<file path="src/rtl/cfg_loader_pkg.sv">
// Shared types and elaboration-time helpers for the column scan configuration loader.
package cfg_loader_pkg;

  typedef enum logic [2:0] {
    IDLE,
    CLB_FETCH,
    CLB_SHIFT,
    CONN_FETCH,
    CONN_SHIFT,
    FINISH
  } state_t;

  function automatic int chain_len(input int tiles, input int bits_per_tile);
    return tiles * bits_per_tile;
  endfunction

  function automatic int words_per_chain(input int len, input int word_w);
    return (len + word_w - 1) / word_w;
  endfunction

  // Bits actually shifted from the final word of a chain.
  function automatic int last_word_bits(input int len, input int word_w);
    return ((len % word_w) == 0) ? word_w : (len % word_w);
  endfunction

  function automatic int max_int(input int a, input int b);
    return (a > b) ? a : b;
  endfunction

endpackage

</file>
<file path="src/rtl/scan_serializer.sv">
// Shifts one configuration word out LSB-first, two clk cycles per bit
// (phase A: scan_clk low, phase B: scan_clk high).
module scan_serializer #(
  parameter int WORD_W = 32,
  parameter int CNT_W  = $clog2(WORD_W + 1)
) (
  input  logic              clk,
  input  logic              reset,
  input  logic              load,
  input  logic [WORD_W-1:0] data,
  input  logic [CNT_W-1:0]  num_bits,
  output logic              bit_out,
  output logic              scan_clk,
  output logic              word_done
);

  logic [WORD_W-1:0] shreg;
  logic [CNT_W-1:0]  bit_cnt;
  logic [CNT_W-1:0]  last_bit;
  logic              active;

  assign bit_out   = shreg[0];
  assign word_done = active && scan_clk && (bit_cnt == last_bit);

  // scan_clk doubles as the phase toggle; the register advances after phase B.
  always_ff @(posedge clk) begin
    if (reset) begin
      shreg    <= '0;
      bit_cnt  <= '0;
      last_bit <= '0;
      scan_clk <= 1'b0;
      active   <= 1'b0;
    end else if (load) begin
      shreg    <= data;
      bit_cnt  <= '0;
      last_bit <= num_bits - CNT_W'(1);
      scan_clk <= 1'b0;
      active   <= 1'b1;
    end else if (active) begin
      scan_clk <= ~scan_clk;
      if (scan_clk) begin
        shreg   <= {1'b0, shreg[WORD_W-1:1]};
        bit_cnt <= bit_cnt + CNT_W'(1);
        if (bit_cnt == last_bit) active <= 1'b0;
      end
    end
  end

endmodule

</file>
<file path="src/rtl/cfg_scan_loader.sv">
// Loads the CLB then connection scan chains of a tile column from a word stream.
// Optional readback of the chains' scan_out is enabled with CFG_READBACK_EN.
module cfg_scan_loader #(
  parameter int NUM_TILES          = 8,
  parameter int CLB_BITS_PER_TILE  = 32,
  parameter int CONN_BITS_PER_TILE = 64,
  parameter int WORD_W             = 32
) (
  input  logic              clk,
  input  logic              reset,
  input  logic              start,
  input  logic [WORD_W-1:0] cfg_data,
  input  logic              cfg_valid,
  output logic              cfg_ready,
  output logic              scan_clk,
  output logic              clb_scan_in,
  output logic              clb_scan_en,
  output logic              conn_scan_in,
  output logic              conn_scan_en,
  output logic              busy,
  output logic              done
`ifdef CFG_READBACK_EN
  ,
  input  logic              clb_scan_out,
  input  logic              conn_scan_out,
  output logic [WORD_W-1:0] rb_data,
  output logic              rb_valid
`endif
);

  import cfg_loader_pkg::*;

  localparam int CLB_LEN    = chain_len(NUM_TILES, CLB_BITS_PER_TILE);
  localparam int CONN_LEN   = chain_len(NUM_TILES, CONN_BITS_PER_TILE);
  localparam int BIT_CNT_W  = $clog2(max_int(CLB_LEN, CONN_LEN) + 1);
  localparam int WORD_CNT_W = $clog2(WORD_W + 1);

  state_t                state;
  state_t                state_next;
  logic [BIT_CNT_W-1:0]  bits_left;
  logic [WORD_CNT_W-1:0] word_bits;
  logic                  load;
  logic                  ser_bit;
  logic                  ser_clk;
  logic                  word_done;

  scan_serializer #(
    .WORD_W (WORD_W),
    .CNT_W  (WORD_CNT_W)
  ) u_ser (
    .clk       (clk),
    .reset     (reset),
    .load      (load),
    .data      (cfg_data),
    .num_bits  (word_bits),
    .bit_out   (ser_bit),
    .scan_clk  (ser_clk),
    .word_done (word_done)
  );

  // A word carries WORD_W bits unless fewer remain in the chain.
  always_comb begin
    word_bits = WORD_CNT_W'(WORD_W);
    if (32'(bits_left) < WORD_W) word_bits = WORD_CNT_W'(bits_left);
  end

  always_ff @(posedge clk) begin
    if (reset) state <= IDLE;
    else       state <= state_next;
  end

  always_comb begin
    state_next = state;
    load       = 1'b0;
    cfg_ready  = 1'b0;
    case (state)
      IDLE:       if (start) state_next = CLB_FETCH;
      CLB_FETCH: begin
        cfg_ready = 1'b1;
        if (cfg_valid) begin
          load       = 1'b1;
          state_next = CLB_SHIFT;
        end
      end
      CLB_SHIFT:  if (word_done) state_next = (bits_left == '0) ? CONN_FETCH : CLB_FETCH;
      CONN_FETCH: begin
        cfg_ready = 1'b1;
        if (cfg_valid) begin
          load       = 1'b1;
          state_next = CONN_SHIFT;
        end
      end
      CONN_SHIFT: if (word_done) state_next = (bits_left == '0) ? FINISH : CONN_FETCH;
      FINISH:     state_next = IDLE;
      default:    state_next = IDLE;
    endcase
  end

  // Bits of the current chain not yet handed to the serializer.
  always_ff @(posedge clk) begin
    if (reset) begin
      bits_left <= '0;
    end else if (state == IDLE && start) begin
      bits_left <= BIT_CNT_W'(CLB_LEN);
    end else if (state == CLB_SHIFT && word_done && bits_left == '0) begin
      bits_left <= BIT_CNT_W'(CONN_LEN);
    end else if (load) begin
      bits_left <= bits_left - BIT_CNT_W'(word_bits);
    end
  end

  // Every scan-side output is re-registered so the tiles see glitch-free, aligned signals.
  always_ff @(posedge clk) begin
    if (reset) begin
      scan_clk     <= 1'b0;
      clb_scan_in  <= 1'b0;
      clb_scan_en  <= 1'b0;
      conn_scan_in <= 1'b0;
      conn_scan_en <= 1'b0;
      busy         <= 1'b0;
      done         <= 1'b0;
    end else begin
      scan_clk     <= ser_clk;
      clb_scan_in  <= (state == CLB_SHIFT) && ser_bit;
      conn_scan_in <= (state == CONN_SHIFT) && ser_bit;
      clb_scan_en  <= (state == CLB_FETCH) || (state == CLB_SHIFT);
      conn_scan_en <= (state == CONN_FETCH) || (state == CONN_SHIFT);
      busy         <= (state != IDLE);
      done         <= (state == FINISH);
    end
  end

`ifdef CFG_READBACK_EN
  logic [WORD_W-1:0]     rb_acc;
  logic [WORD_CNT_W-1:0] rb_idx;
  logic                  word_done_q;
  logic                  rb_bit;

  assign rb_bit = clb_scan_en ? clb_scan_out : conn_scan_out;

  // word_done_q lines up with the output-side phase B of a word's last bit.
  always_ff @(posedge clk) begin
    if (reset) begin
      rb_acc      <= '0;
      rb_idx      <= '0;
      word_done_q <= 1'b0;
      rb_data     <= '0;
      rb_valid    <= 1'b0;
    end else begin
      rb_valid    <= 1'b0;
      word_done_q <= word_done;
      if (scan_clk) begin
        if (word_done_q) begin
          rb_data  <= rb_acc | (WORD_W'(rb_bit) << rb_idx);
          rb_valid <= 1'b1;
          rb_acc   <= '0;
          rb_idx   <= '0;
        end else begin
          rb_acc <= rb_acc | (WORD_W'(rb_bit) << rb_idx);
          rb_idx <= rb_idx + WORD_CNT_W'(1);
        end
      end
    end
  end
`endif

endmodule
</file>
<file path="config.mk">
export PLATFORM = sky130hd
export DESIGN_NAME = cfg_scan_loader
export DESIGN_NICKNAME = d
export VERILOG_FILES = /design/src/rtl/cfg_loader_pkg.sv /design/src/rtl/scan_serializer.sv /design/src/rtl/cfg_scan_loader.sv
export SDC_FILE = /design/constraint.sdc
export NUM_CORES = 1
export LEC_CHECK = 0
export CAP_MARGIN = 20
export CORE_MARGIN = 3
export CORE_UTILIZATION = 48
export CTS_CLUSTER_SIZE = 20
export DETAILED_ROUTE_END_ITERATION = 8
export PLACE_DENSITY = 0.85
export SLEW_MARGIN = 20
export SYNTH_ARGS = -nofsm -noshare
export SYNTH_HDL_FRONTEND = slang
export SYNTH_SLANG_ARGS = --single-unit
export TNS_END_PERCENT = 30
</file>
<file path="constraint.sdc">
create_clock -name clk -period 2 [get_ports clk]
set_input_delay 0.4 -clock clk [delete_from_list [all_inputs] [get_ports clk]]
set_output_delay 0.4 -clock clk [all_outputs]
set_load 0.02 [all_outputs]
</file>
Word-level counts from Yosys, hierarchy flattened
Cells that the tools add are included.

cells by class
  add/sub/neg operators = 3
  multipliers = 0
  div/mod/pow operators = 0
  magnitude comparators = 1
  equality and inequality tests = 11
  shift-type cells = 0
  multiplexer cells = 22
  bitwise operators = 1
  reductions and logical operators = 23

operator list
  cell                                                 number
  two-way mux 32 bit                                   3
  two-way mux 10 bit                                   2
  two-way mux 3 bit                                    6
  one-hot mux 3 bit (5 select lines)                   1
  logical NOT 10 bit                                   1
  < comparator 10 x 6 -> 1 bit, second input constant  1
  inequality test 2 bit, second input constant         5
  subtractor 10 x 6 -> 10 bit                          1
  two-way mux 9 bit                                    1
  logical AND 1 bit                                    7
  two-way mux 1 bit                                    7
  adder 6 x 1 -> 6 bit, second input constant          1
  equality test 3 x 2 -> 1 bit, second input constant  2
  equality test 3 bit, second input constant           2
  equality test 6 bit                                  1
  two-way mux 6 bit                                    1
  nonzero test 2 bit                                   3
  nonzero test 3 bit                                   2
  OR reduction 2 bit                                   3
  subtractor 6 x 1 -> 6 bit, second input constant     1
  AND reduction 5 bit                                  1
  AND reduction 2 bit                                  2
  equality test 3 x 1 -> 1 bit, second input constant  1
  logical NOT 3 bit                                    1
  4 further kinds                                      5

storage, ports and cells
  register bits after elaboration = 66
  latch bits = 0
  RAM bits = 0
  memory bits (read-only) = 0
  bits of input ports = 36
  word-level logic and storage cells = 77
  memories = 0

Logic depth before layout (Yosys ltp)
  word-level depth = 6
  depth in mapped cells = 8
  depth with buffers taken out = 8

Modules after synthesis
Synthesis repeated with hierarchy kept, for this count alone.

unflattened totals
  cell total of the unflattened synthesis = 375
  area total of the unflattened synthesis = 3215.6 µm²

by module, submodules not included
  module           instances  cells each  area an instance (µm²)  seq. area each (µm²)
  scan_serializer  1          258         2195.9                  920.9
  cfg_scan_loader  1          117         1019.7                  400.4

Least setup slack after synthesis
Ideal clock, no wire load.

  kind = flip-flop to flip-flop
  start point = reg bits_left[8]
  end point = reg u_ser.last_bit[4]
  arrival = 1827 ps
  required time = 1930 ps
  slack = 103 ps
  stages on the path, launching flop included = 9
  clock period less this slack = 1897 ps
  cells stage by stage = dfxtp_1 -> or3_1 -> nor2_2 -> nand2_1 -> ha_1 -> nand3_1 -> o21ai_0 -> a211o_1 -> a21oi_1

between the ends
  cells in the longest elaborated chain, start to end = 3

RTL lines
  item                          line                    text
  from (decl)                   cfg_scan_loader.sv:40   logic [BIT_CNT_W-1:0] bits_left;
  from (signal assigned)        cfg_scan_loader.sv:104  bits_left <= BIT_CNT_W'(CLB_LEN);
  from (signal assigned)        cfg_scan_loader.sv:106  bits_left <= BIT_CNT_W'(CONN_LEN);
  from (signal assigned)        cfg_scan_loader.sv:108  bits_left <= bits_left - BIT_CNT_W'(word_bits);
  < comparator 10 x 6 -> 1 bit  cfg_scan_loader.sv:64   if (32'(bits_left) < WORD_W) word_bits = WORD_CNT_W'(bits_left);
  two-way mux 6 bit             cfg_scan_loader.sv:64
  subtractor 6 x 1 -> 6 bit     scan_serializer.sv:36   last_bit <= num_bits - CNT_W'(1);
  to (signal assigned)          scan_serializer.sv:36
  to (decl)                     scan_serializer.sv:19   logic [CNT_W-1:0] last_bit;

No other way between the ends.
A chain may end at the register's enable or synchronous reset.

Worst setup path after layout
Ends and elaborated chain as after synthesis.

==> impl_metrics.csv <==
group,metric,value,unit
timing,totalNegativeSetupSlack,0,ns
power,vdd_ir_drop_max,691,uV
route,wire_per_inst,13.2,um
layout,regArea,0.00132,mm^2
yosys,synth_edf_count,0,
layout,drive_above_1_share,0.122,
timing,clock_skew,0.00941,ns
setup_path,crit_type,"register to register",
clock_network,ctsResizeCount,1,
floorplan,die_w,84.8,um
clock_network,clk_latency,0.34,ns
setup_path,start_kind,"register",
floorplan,initial_utilization,0.500,
power,powerDensity,1000,mW/mm^2
floorplan,ioPinCount,44,
floorplan,chipHeight,84.8,um
placement,gp_congestion,0.849,
clock_network,h-tree-depth,3,
clock_network,numClockSinks,66,
yosys,async_reset_ff_frac,0,
layout,nets,467,
timing,final-setup-viol-count,0,
layout,area_growth,29.8,%
global_routing,antenna_found_initial,0,
layout,fin_cells,508,
clock_network,cts_root_buf,"clkbuf_8",
layout,multi_input_area,0.00158,mm^2
layout,fill_cells,499,
power,p_total,3.88,mW
timing,rsz0062_at_grt,"no",
global_routing,grt_max_degree,64,
yosys,syn_area_per_cell,8.00,um^2
route,drt-total-wl,6730,um
placement,hpwlAfterDp,4530,um
yosys,syn_area,0.00298,mm^2
timing,maxSlewViolCount,0,
yosys,yosys.area.top_type,"dfxtp_1",
setup_path,end_kind,"register",
layout,final_area,0.00386,mm^2
global_routing,grt_usage,0.193,
timing,post-route-period-util,0.962,
placement,io_buffers,43,
setup_path,r2r-end,"u_ser.last_bit[4]$_SDFFE_PP0P_",
route,detailroute.via_count,2779,
global_routing,grt_pass1_wl,11400,um
setup_path,worstPathCellList,"or3_4 > nor2_4 > nand2_1 > ha_1 > nand3_1 > o21ai_0 > a211o_1 > a21oi_1",
clock_network,post-cts-setup-buffers,0,
floorplan,core_area,0.00596,mm^2
setup_path,worstPathRequired,2.27,ns
power,power_leakage,1.35,nW
route,antenna_left,0,
clock_network,cts_tree,"built",
layout,utilization,0.649,
yosys,synth_seq_cells,66,
global_routing,grt-ovfl-total,0,
clock_network,path_clk_slew,0.07,ns
timing,fin_crit,1.92,ns
yosys,synth_top_flop_cell,"dfxtp_1",
clock_network,hold_buffers,0,
floorplan,die-area,0.00718,mm^2
route,drt-initial-drc-count,189,
timing,max_freq,0.520,GHz
clock_network,cts_buffer_depth,2,
setup_path,r2r-start,"bits_left[8]$_SDFFE_PP0P_",
setup_path,critical-path-top-delay-family,"simple AND/OR/NAND/NOR gates",
floorplan,row_count,28,
setup_path,crit_buf_inv,0,
route,drc,0,
yosys,synth_area_leaders,"dfxtp_1, nand2_1, a311oi_1",
yosys,yosysTopAreaCellShare,0.444,
global_routing,grt_pass1_vias,2643,
placement,placedInstanceArea,0.00362,mm^2
yosys,yosysWarnings,0,
yosys,synthTopCellsByCount,"nand2_1, dfxtp_1, nor2_1, a311oi_1, a21oi_1",
outcome,run_status,"completed",
setup_path,r2r_setup_slack,0.08,ns
setup_path,worst_ep_arrival_time,2.19,ns
setup_path,critical-path-max-stage-delay,0.42,ns
yosys,synth.most_common_cell,"nand2_1",
yosys,synth_nets,411,
route,drtPass1Iterations,4,
setup_path,worst-path-max-fanout,4,
placement,dp.cells,492,
yosys,syn_inst,372,
yosys,yosysSeqAreaShare,0.444,
yosys,ys_types,42,
min_path,hold_path_startpoint,"u_ser.shreg[0]$_SDFFE_PP0P_",
min_path,worstHoldEndpoint,"clb_scan_in$_SDFF_PP0_",
layout,diodes,0,
timing,hold_violations,0,
setup_path,crit_slowest_cell,"or3_4",
min_path,min_path_type,"register to register",
min_path,hold_path_depth,2,
clock_network,cts_buffers,9,
route,drt-vias-per-instance,5.47,
job,drv_cap,0,
setup_path,worstRegToRegCells,8,
## per-stage QoR
stage / hold slack (ns) / setup slack, ns
floorplan: 0.432 / 0.103
detailed placement: 0.454 / -0.00700
CTS: 0.465 / 0.00234
finish: 0.464 / 0.0759
global route: 0.481 / 0.00730
global placement: 0.454 / 0.0506
## worst reg2reg max path: stages, from the launching register on
cell and delay (ns):
dfxtp_2 0.35, or3_4 0.42, nor2_4 0.13, nand2_1 0.09, ha_1 0.23, nand3_1 0.10, o21ai_0 0.09, a211o_1 0.31
a21oi_1 0.14
## where the power goes
part | total [mW] | internal [mW] | switching, mW | leakage (nW)
sequential | 1.65 | 1.50 | 0.143 | 0.538
combinational | 1.02 | 0.494 | 0.524 | 0.706
clock | 1.21 | 0.698 | 0.515 | 0.105
total | 3.88 | 2.70 | 1.18 | 1.35
## sequential cells by signal, summed over array words and instances (netlist names)
name,flops
u_ser.shreg,32
bits_left,10
u_ser.bit_cnt,6
u_ser.last_bit,6
state,3
busy,1
clb_scan_en,1
clb_scan_in,1
conn_scan_en,1
conn_scan_in,1
done,1
scan_clk,1
u_ser.active,1
u_ser.scan_clk,1
## layer usage
layer,share of wire,track usage,routed length (um)
met4,0.028,0.108,187
met2,0.49,0.315,3280
met1,0.44,0.238,2950
met5,0,0,0
met3,0.044,0.0353,299
## worst max path at each step
| stage | startpoint | slack [ns] | cells after the start | to |
|---|---|---|---|---|
| after detailed placement | cfg_valid | -0.007 | 6 | u_ser.shreg[17]$_SDFFE_PP0P_ |
| final | bits_left[8]$_SDFFE_PP0P_ | 0.08 | 8 | u_ser.last_bit[4]$_SDFFE_PP0P_ |
| after floorplan | bits_left[8]$_SDFFE_PP0P_ | 0.10 | 8 | u_ser.last_bit[4]$_SDFFE_PP0P_ |
| after global routing | bits_left[8]$_SDFFE_PP0P_ | 0.007 | 8 | bits_left[6]$_SDFFE_PP0P_ |
| after CTS | bits_left[8]$_SDFFE_PP0P_ | 0.002 | 8 | u_ser.last_bit[4]$_SDFFE_PP0P_ |
| after global placement | cfg_valid | 0.05 | 6 | u_ser.shreg[28]$_SDFFE_PP0P_ |
## area by class of cell
| cell class | instances | share of cell area |
|---|---|---|
| clock buffers | 9 | 0.0321 |
| clock inverters | 7 | 0.0243 |
| inverters | 1 | 0.000972 |
| multi-input cells | 280 | 0.409 |
| flip-flops and latches | 66 | 0.342 |
| well taps | 75 | 0.0243 |
| repair buffers | 70 | 0.167 |
## cells in the final DEF, fill, tap and decap left out, drive strengths merged, types with 2 or more instances in the layout
cell type and count:
nand3b 2, bufinv 2, a211oi 4, nor2 54, o22ai 2, nand4 3
or4 2, clkinvlp 2, o211ai 2, clkbuf 9, nand2b 4, or2 4
nor2b 4, nand2 91, a211o 2, clkdlybuf4s50 42, nor3 9, xnor2 11
nor4 2, buf 27, and2 2, ha 3, a21oi 18, dfxtp 66
clkinv 3, xor2 7, or3 4, a311oi 31, nand3 5, o21ai 5
## cell families (layout without fill, tap and decap cells)
kind of cell               after synthesis  after routing  synth area share
AOI/OAI and AO/OA                       70             70             0.178
xor gates and xnor gates                18             18            0.0530
adders and majority gates                3              3            0.0126
buffers and inverters                   26             87            0.0345
DFF                                     66             66             0.444
other                                    1              1           0.00126
and+or+nand+nor                        188            188             0.277
Power figures use the tool's default switching activity.
